**config.mk**
```make
export PLATFORM = sky130hd
export DESIGN_NAME = uart_receiver
export DESIGN_NICKNAME = d
export VERILOG_FILES = /design/src/rtl/uart_receiver.sv
export SDC_FILE = /design/constraint.sdc
export NUM_CORES = 1
export LEC_CHECK = 0
export ABC_CLOCK_PERIOD_IN_PS = 4600
export CORE_MARGIN = 8
export CORE_UTILIZATION = 41
export CTS_CLUSTER_DIAMETER = 80
export DETAILED_ROUTE_END_ITERATION = 8
export GPL_TIMING_DRIVEN = 0
export PLACE_DENSITY = 0.68
export RECOVER_POWER = 25
export SYNTH_ARGS = -nofsm -noshare
export SYNTH_HDL_FRONTEND = slang
export SYNTH_SLANG_ARGS = --single-unit
export TNS_END_PERCENT = 10
```
**constraint.sdc**
```tcl
create_clock -name rx_clk -period 4.6 [get_ports rx_clk]
set_clock_uncertainty 0.2 [all_clocks]
set_input_delay 1.38 -clock rx_clk [delete_from_list [all_inputs] [get_ports rx_clk]]
set_output_delay 1.38 -clock rx_clk [all_outputs]
set_load 0.02 [all_outputs]
```
**src/rtl/uart_receiver.sv**
```systemverilog
// uart_receiver: 8N1 serial receiver clocked at 16x the baud rate.
// Frame on the line: start (0), d7..d0 (MSB first), stop (1).
// Optional build macro UART_RX_MAJORITY_EN: every check point takes the
// 2-of-3 majority of the last three synchronized samples instead of a
// single sample. Undefined by default.
//
// state | meaning
// IDLE  | line idle, waiting for rx_s low (blocked while break_seen)
// START | counting to mid start bit to confirm it is still low
// DATA  | sampling 8 data bits at each bit mid, MSB first
// STOP  | sampling stop bit mid; 1 -> done, 0 -> frame_err
module uart_receiver (
    input  logic       rx_clk,
    input  logic       rst_n,
    input  logic       RX,
    output logic [7:0] data_out,
    output logic       done,
    output logic       frame_err,
    output logic       busy
);

    typedef enum logic [1:0] {
        IDLE  = 2'd0,
        START = 2'd1,
        DATA  = 2'd2,
        STOP  = 2'd3
    } state_t;

    state_t     state;
    logic [1:0] sync_q;
    logic       rx_s;
    logic       rx_bit;
    logic [3:0] tick_cnt;
    logic [2:0] bit_cnt;
    logic [7:0] shift_reg;
    logic       break_seen;

    // Two-flop synchronizer; resets to the idle (high) line level
    always_ff @(posedge rx_clk or negedge rst_n) begin
        if (!rst_n) sync_q <= 2'b11;
        else        sync_q <= {sync_q[0], RX};
    end

    assign rx_s = sync_q[1];

`ifdef UART_RX_MAJORITY_EN
    logic [1:0] hist;

    // Keep the two previous rx_s samples for the 2-of-3 vote
    always_ff @(posedge rx_clk or negedge rst_n) begin
        if (!rst_n) hist <= 2'b11;
        else        hist <= {hist[0], rx_s};
    end

    assign rx_bit = (hist[1] & hist[0]) | (hist[1] & rx_s) | (hist[0] & rx_s);
`else
    assign rx_bit = rx_s;
`endif

    // Receive FSM with registered outputs; done/frame_err default low so
    // they only ever pulse for one cycle and are mutually exclusive
    always_ff @(posedge rx_clk or negedge rst_n) begin
        if (!rst_n) begin
            state      <= IDLE;
            tick_cnt   <= 4'd0;
            bit_cnt    <= 3'd0;
            shift_reg  <= 8'h00;
            data_out   <= 8'h00;
            done       <= 1'b0;
            frame_err  <= 1'b0;
            busy       <= 1'b0;
            break_seen <= 1'b0;
        end else begin
            done      <= 1'b0;
            frame_err <= 1'b0;
            case (state)
                IDLE: begin
                    tick_cnt <= 4'd0;
                    bit_cnt  <= 3'd0;
                    if (rx_s) begin
                        break_seen <= 1'b0;
                    end else if (!break_seen) begin
                        state <= START;
                        busy  <= 1'b1;
                    end
                end
                START: begin
                    if (tick_cnt == 4'd7) begin
                        tick_cnt <= 4'd0;
                        if (!rx_bit) begin
                            state <= DATA;
                        end else begin
                            // false start: line went back high before mid-bit
                            state <= IDLE;
                            busy  <= 1'b0;
                        end
                    end else begin
                        tick_cnt <= tick_cnt + 4'd1;
                    end
                end
                DATA: begin
                    tick_cnt <= tick_cnt + 4'd1;
                    if (tick_cnt == 4'd15) begin
                        shift_reg <= {shift_reg[6:0], rx_bit};
                        bit_cnt   <= bit_cnt + 3'd1;
                        if (bit_cnt == 3'd7) state <= STOP;
                    end
                end
                STOP: begin
                    if (tick_cnt == 4'd15) begin
                        state    <= IDLE;
                        busy     <= 1'b0;
                        tick_cnt <= 4'd0;
                        if (rx_bit) begin
                            data_out <= shift_reg;
                            done     <= 1'b1;
                        end else begin
                            frame_err  <= 1'b1;
                            break_seen <= 1'b1;
                        end
                    end else begin
                        tick_cnt <= tick_cnt + 4'd1;
                    end
                end
                default: begin
                    state      <= IDLE;
                    tick_cnt   <= 4'd0;
                    bit_cnt    <= 3'd0;
                    shift_reg  <= 8'h00;
                    data_out   <= 8'h00;
                    busy       <= 1'b0;
                    break_seen <= 1'b0;
                end
            endcase
        end
    end

endmodule
```
; Word level (Yosys, flattened, before mapping)
; Cells that the tools add are included.
[word_totals]
regBits = 31
input_bits = 3
out_inout_bits = 11
wordCells = 65
[classes]
addsub = 2
eq_ne = 15
muxes = 28
reduce_logical = 10
[op_table]
columns = op, count
row1 = $ne A2 B2 Y1 const B, 9
row2 = $pmux W4 S4, 1
row3 = $mux W2, 7
row4 = $mux W1, 13
row5 = $reduce_and A6 Y1, 2
row6 = $mux W4, 2
row7 = $pmux W2 S4, 1
row8 = $pmux W3 S2, 1
row9 = $add A4 B1 Y4 const B, 1
row10 = $eq A2 B2 Y1 const B, 2
row11 = $eq A4 B3 Y1 const B, 1
row12 = $eq A4 B4 Y1 const B, 1
row13 = $reduce_and A2 Y1, 2
row14 = $reduce_and A4 Y1, 1
row15 = $reduce_bool A2 Y1, 2
row16 = $add A3 B1 Y3 const B, 1
row17 = $eq A3 B3 Y1 const B, 1
row18 = $mux W3, 1
row19 = $pmux W1 S3, 1
row20 = $reduce_and A3 Y1, 1
row21 = $reduce_bool A3 Y1, 1
row22 = $eq A2 B1 Y1 const B, 1
row23 = $logic_not A2 Y1, 1
row24 = $pmux W1 S2, 1

; Longest topological paths before layout
; Gate-level depths: netlist of run 1.
[logic_depth]
depth_word = 4
ltp_mapped = 5
depth_no_buf = 5

; Worst setup path after synthesis of run 1
; Ideal clock, no wire load.
[synth_timing]
kind = register -> output
from = register busy
to = output port busy
t_arrival_ps = 429
required_time_ps = 3020
slack_ps = 2591
stages_incl_launch_ff = 1
n_path_buf = 0
cell_sequence = dfrtp_1
[synth_rtl]
columns = item, line_no
row1 = from (decl), 19  ; output logic busy
row2 = from (signal assigned), 71  ; busy <= 1'b0;
row3 = from (signal assigned), 84  ; busy <= 1'b1;
row4 = from (signal assigned), 95  ; busy <= 1'b0;
; No word-level cell between the ends.

; Worst setup path after layout of run 1
[layout_timing]
from = register busy
to = output port busy
; No word-level cell between the ends.

==> results of run 1 <==
==> per-layer routing <==
layer / up-vias / global-route usage / wire, um
met5: - / 0 / 0
met4: 0 / 0.0556 / 36
met3: 4 / 0.0372 / 79
met2: 13 / 0.139 / 1010
met1: 393 / 0.101 / 953
li1: 385 / - / -
==> layout make-up <==
type / count / area share
sequential: 31 / 0.507
buffer: 4 / 0.0122
tap: 44 / 0.0359
clock buffer: 7 / 0.0294
timing repair buffer: 13 / 0.0808
multi-input combinational: 60 / 0.308
inverter: 3 / 0.00734
clock inverter: 1 / 0.0196
==> synth_stat cells (all sizes together) <==
library cell and instances:
mux2i 1, and4b 1, dfstp 2, nand4bb 1, nor2 7, and2 1, o211ai 1, or2 1
o31ai 1, clkbuf 1, a22oi 2, nand2 6, nand2b 1, ha 3, nand4 1, o32a 1
dfrtp 29, xor2 3, mux2 17, buf 3, nor3 4, nand3 3, o21ai 5, inv 3
==> power breakdown <==
group | internal (uW) | switching [uW] | leakage (uW) | total (uW)
Combinational | 87.4 | 119 | 0.000277 | 207
Sequential | 318 | 29.2 | 0.000403 | 348
Clock | 115 | 86.8 | 0.0000395 | 202
==> through the flow <==
stage                     total power [uW]  utilization  setup slack (ps)  instances
after global placement                 563        0.492              1430        155
after floorplan                        518            -              2590         98
after detailed placement               575        0.492              1410        155
after CTS                              780        0.517              1700        163
after global routing                   812        0.507              1640        163
final                                  756        0.507              1720        163
==> final timing paths <==
kind / to / from
max: busy / busy$_DFFE_PN0P_
max in group asynchronous: bit_cnt[0]$_DFFE_PN0P_ / rst_n
min: sync_q[1]$_DFF_PN1_ / sync_q[0]$_DFF_PN1_
min reg2reg: sync_q[1]$_DFF_PN1_ / sync_q[0]$_DFF_PN1_
max reg2reg: data_out[3]$_DFFE_PN0P_ / tick_cnt[0]$_DFF_PN0_
min in group asynchronous: shift_reg[5]$_DFFE_PN0P_ / rst_n
==> cell families after synthesis <==
kind of cell,after synthesis,share of synthesized area
AO/OA/AOI/OAI,10,0.0499
XOR/XNOR,3,0.0202
adder cells (fa/ha/maj),3,0.0288
buffers and inverters,7,0.0230
flip-flops,31,0.597
multiplexers,18,0.155
AND/OR/NAND/NOR,26,0.127
==> placed cells by master, fill, tap and decap left out <==
| master | netlist | layout |
|---|---|---|
| clkbuf_4 | 0 | 5 |
| nor3_4 | 2 | 1 |
| o32a_1 | 1 | 1 |
| dlygate4sd3_1 | 0 | 1 |
| bufinv_16 | 0 | 1 |
| mux2_2 | 17 | 17 |
| xor2_1 | 3 | 3 |
| clkdlybuf4s50_1 | 0 | 11 |
| ha_1 | 3 | 3 |
| o31ai_1 | 1 | 1 |
| nand2b_1 | 1 | 1 |
| clkbuf_1 | 1 | 4 |
| nand3_1 | 2 | 3 |
| and4b_1 | 1 | 1 |
| mux2i_1 | 1 | 1 |
| dfrtp_1 | 29 | 29 |
| nor3_1 | 2 | 3 |
| inv_1 | 3 | 3 |
| nand4_1 | 1 | 1 |
| or2_2 | 1 | 1 |
| nand2_1 | 6 | 6 |
| and2_0 | 0 | 1 |
| nand4bb_1 | 1 | 1 |
| nor2_1 | 7 | 7 |
| buf_2 | 3 | 3 |
| o211ai_1 | 1 | 1 |
| o21ai_0 | 5 | 5 |
| dfstp_2 | 2 | 2 |
| a22oi_1 | 2 | 2 |
==> impl_metrics.ini, run 1 <==
[outcome]
status = complete, but fails checks
violations = capacitance limit, slew limit

[grt]
grt_pass1_wl_um = 3640
grt_max_degree = 32
grt_antenna_before_repair = 0
grt_pass1_vias = 812
gr-total-overflow = 0
gr-usage-all-layers = 0.0901

[sta]
worst_slew_pin_slew_ps = 1570
max_freq_ghz = 0.347
drv_slew = 32
slew-limit-headroom = -0.0476
rsz0062_at_grt = false
period_share = 0.626
finalHoldViolCount = 0
setup_viol = 0
hold_ws_ps = 176
fin_setup_tns_ps = 0
min_period_ps = 2880

[clocking]
cts.reportedPaths.clkPinSlew_ps = 90
cts_max_level = 2
cts_root_buf = clkbuf_4
worstSkewPairLatency_ps = 320
clock_sinks = 31
postCtsResizedCells = 0
cts.path.max_buffers = 2
post_cts_buffers = 0
cts_buffers = 5
holdBufCountCts = 0
cts_tree = built

[floorplan]
die_y_um = 72.4
die-width_um = 72.4
dieArea_um2 = 5240
fp-row-count = 20
core-area_um2 = 3030
ioPinCount = 14
initial_core_util = 0.431

[critical_path]
crit_chain = clkdlybuf4s50_1
path_buf_inv = 1
reg2reg_depth = 4
crit_arrival_ps = 1300
cp-end-kind = output pin
crit_fanout = 3
cp.depth = 1
critPathKind = flip-flop to output pin
timing.reg2reg.setup_slack_ps = 1870
slowest_stage = clkdlybuf4s50_1
crit_family = buffers and inverters
cpPeakStageDelay_ps = 620
critPathRequiredTime_ps = 3020
start_kind = flip-flop

[pwr]
leakagePower_uw = 0.000720
vdd_drop_max_mv = 0.246
powerDensity_nw_per_um2 = 493

[synth]
synthTopCellsByArea = dfrtp_1 56%, mux2_2 15%, dfstp_2 4.0%
synth_top_area_cell = dfrtp_1
syn_inst = 98
synth.distinct_cells = 26
synth_top_area_frac = 0.557
ys_ff_latch = 31
synth_area_um2 = 1300
syn_area_per_cell_um2 = 13.3
syn_nets = 104
yosysSeqAreaShare = 0.597
ys_warn_count = 0

[routing]
ant_nets = 0
detail_route.vias_per_cell = 4.88
drt_iter0_markers = 32
finalWirelength_um = 2080
route.detailed.wl_per_inst_um = 12.7
vias = 795
first_pass_iters = 4
drc_errors = 0

[min_path]
hold_path_depth = 0
hold_path.class = flip-flop to flip-flop

[layout]
fillCellCount = 269
fin_area_um2 = 1530
fin_nets = 124
multi_input_area_um2 = 472
ff_latch_area_um2 = 778
drive_gt1_frac = 0.252
syn2layout_area_growth_pct = 17.7
antenna_cells = 0

[flow_run]
drv_cap = 1

[placed_design]
place.gp.congestion = 0.732
placed_area_um2 = 1490
port_buffers = 13
hpwl_um = 1450
Power figures use the tool's default switching activity.
==> run 2: changes to the inputs <==
--- a/config.mk
+++ b/config.mk
@@ -5,7 +5,7 @@
 export SDC_FILE = /design/constraint.sdc
 export NUM_CORES = 1
 export LEC_CHECK = 0
-export ABC_CLOCK_PERIOD_IN_PS = 4600
+export ABC_CLOCK_PERIOD_IN_PS = 2900
 export CORE_MARGIN = 8
 export CORE_UTILIZATION = 41
 export CTS_CLUSTER_DIAMETER = 80
==> constraint.sdc (replaced) <==
create_clock -name rx_clk -period 2.9 [get_ports rx_clk]
set_clock_uncertainty 0.2 [all_clocks]
set_input_delay 0.87 -clock rx_clk [delete_from_list [all_inputs] [get_ports rx_clk]]
set_output_delay 0.87 -clock rx_clk [all_outputs]
set_load 0.02 [all_outputs]
==> impl_metrics.ini, run 2 (synthesized netlist as in run 1, its figures left out) <==
[routing]
drt_iter0_markers = 31
first_pass_iters = 4
route.detailed.wl_per_inst_um = 12.8
ant_nets = 0
drc_errors = 0
vias = 792
detail_route.vias_per_cell = 4.86
finalWirelength_um = 2080

[sta]
min_period_ps = 2370
finalHoldViolCount = 0
slew-limit-headroom = -0.0479
fin_setup_tns_ps = 0
setup_viol = 0
drv_slew = 32
max_freq_ghz = 0.423
worst_slew_pin_slew_ps = 1570
period_share = 0.816
rsz0062_at_grt = false
hold_ws_ps = 176

[pwr]
leakagePower_uw = 0.000727
powerDensity_nw_per_um2 = 783
vdd_drop_max_mv = 0.408

[critical_path]
critPathRequiredTime_ps = 1830
reg2reg_depth = 4
timing.reg2reg.setup_slack_ps = 860
reg2reg_from = tick_cnt[0]$_DFF_PN0_
critPathKind = flip-flop to output pin
crit_chain = clkdlybuf4s50_1
crit_arrival_ps = 1300
slowest_stage = clkdlybuf4s50_1
timing.rr.end = data_out[3]$_DFFE_PN0P_
start_kind = flip-flop
crit_family = buffers and inverters
cp-startpoint = busy$_DFFE_PN0P_
cpPeakStageDelay_ps = 610
cp-end-kind = output pin
path_buf_inv = 1
cp.depth = 1
crit_fanout = 3
crit_path_end = busy

[layout]
fillCellCount = 267
final_common_cell = dfrtp_1
drive_gt1_frac = 0.269
final_cell_mix = 29 x dfrtp_1, 17 x mux2_2, 11 x clkdlybuf4s50_1
fin_nets = 124
syn2layout_area_growth_pct = 19.5
antenna_cells = 0

[clocking]
cts_tree = built
cts_max_level = 2
cts_buffers = 5
cts_root_buf = clkbuf_4
cts.reportedPaths.clkPinSlew_ps = 90
post_cts_buffers = 0
clock_sinks = 31
postCtsResizedCells = 0
cts.path.max_buffers = 2
holdBufCountCts = 0
worstSkewPairLatency_ps = 320

[floorplan]
initial_core_util = 0.431
dieArea_um2 = 5240
fp-row-count = 20
core-area_um2 = 3030
die-width_um = 72.4
ioPinCount = 14
die_y_um = 72.4

[placed_design]
port_buffers = 13
hpwl_um = 1450
place.gp.congestion = 0.732

[grt]
gr-total-overflow = 0
grt_pass1_vias = 812
grt_antenna_before_repair = 0
gr-usage-all-layers = 0.0901
grt_max_degree = 32
grt_pass1_wl_um = 3640

[min_path]
hold_path_depth = 0
hold_path.class = flip-flop to flip-flop

[outcome]
status = complete, but fails checks
violations = capacitance limit, slew limit

[flow_run]
drv_cap = 1
[run 2: cell count changes in the layout (fill, tap and decap cells not counted)]
| cell | change |
|---|---|
| nand3_1 | -1 |
| nor3_1 | -1 |
| nor3_4 | +1 |
| nand3_4 | +1 |
| and2_1 | +1 |
| and2_0 | -1 |
[run 2: per-layer routing]
metal / wire, um / global-route usage / share of wire
met1: 964 / 0.101 / 0.46
met2: 995 / 0.139 / 0.48
met3: 82 / 0.0372 / 0.039
met4: 36 / 0.0556 / 0.017
met5: 0 / 0 / 0
[run 2: worst min-delay path by stage]
stage                                   start                   to  slack [ps]
after global routing      sync_q[0]$_DFF_PN1_  sync_q[1]$_DFF_PN1_         180
after detailed placement  sync_q[0]$_DFF_PN1_  sync_q[1]$_DFF_PN1_         160
final                     sync_q[0]$_DFF_PN1_  sync_q[1]$_DFF_PN1_         180
after global placement    sync_q[0]$_DFF_PN1_  sync_q[1]$_DFF_PN1_         150
after floorplan           sync_q[0]$_DFF_PN1_  sync_q[1]$_DFF_PN1_         150
after CTS                 sync_q[0]$_DFF_PN1_  sync_q[1]$_DFF_PN1_         180
[run 2: layout make-up]
class / instances / area [um^2] / area share
Sequential cell: 31 / 778 / 0.500
Multi-Input combinational cell: 60 / 495 / 0.318
Timing Repair Buffer: 13 / 124 / 0.0795
Tap cell: 44 / 55.1 / 0.0353
Clock buffer: 7 / 45.0 / 0.0289
Clock inverter: 1 / 30.0 / 0.0193
Buffer: 4 / 18.8 / 0.0120
Inverter: 3 / 11.3 / 0.00723
[run 2: power breakdown]
part / switching, uW / internal (uW)
Clock: 138 / 183
Sequential: 46.0 / 505
Combinational: 205 / 142
[run 2: through the flow]
stage / utilization / cells / cell area, um^2 / total power [uW] / setup WS (ps)
6_report: 0.514 / 163 / 1560 / 1220 / 533
5_1_grt: 0.514 / 163 / 1560 / 1310 / 466
3_3_place_gp: 0.492 / 155 / 1490 / 893 / 242
3_5_place_dp: 0.492 / 155 / 1490 / 912 / 215
2_1_floorplan: - / 98 / 1300 / 821 / 1090
4_1_cts: 0.517 / 163 / 1560 / 1240 / 509
==> run 3: changes to the inputs <==
--- a/config.mk
+++ b/config.mk
@@ -5,7 +5,7 @@
 export SDC_FILE = /design/constraint.sdc
 export NUM_CORES = 1
 export LEC_CHECK = 0
-export ABC_CLOCK_PERIOD_IN_PS = 2900
+export ABC_CLOCK_PERIOD_IN_PS = 2400
 export CORE_MARGIN = 8
 export CORE_UTILIZATION = 41
 export CTS_CLUSTER_DIAMETER = 80
==> constraint.sdc (replaced) <==
create_clock -name rx_clk -period 2.4 [get_ports rx_clk]
set_clock_uncertainty 0.2 [all_clocks]
set_input_delay 0.72 -clock rx_clk [delete_from_list [all_inputs] [get_ports rx_clk]]
set_output_delay 0.72 -clock rx_clk [all_outputs]
set_load 0.02 [all_outputs]
==> results of run 3 <==
The final DEF is identical to that of run 2. Status: complete, but fails checks: capacitance limit, slew limit.
Among the figures that moved: setup slack after placement 215 ps -> -135 ps; setup slack after layout 533 ps -> 183 ps; register-to-register setup slack 860 ps -> 360 ps; total power 1220 uW -> 1470 uW; worst IR drop on VDD 0.408 mV -> 0.493 mV
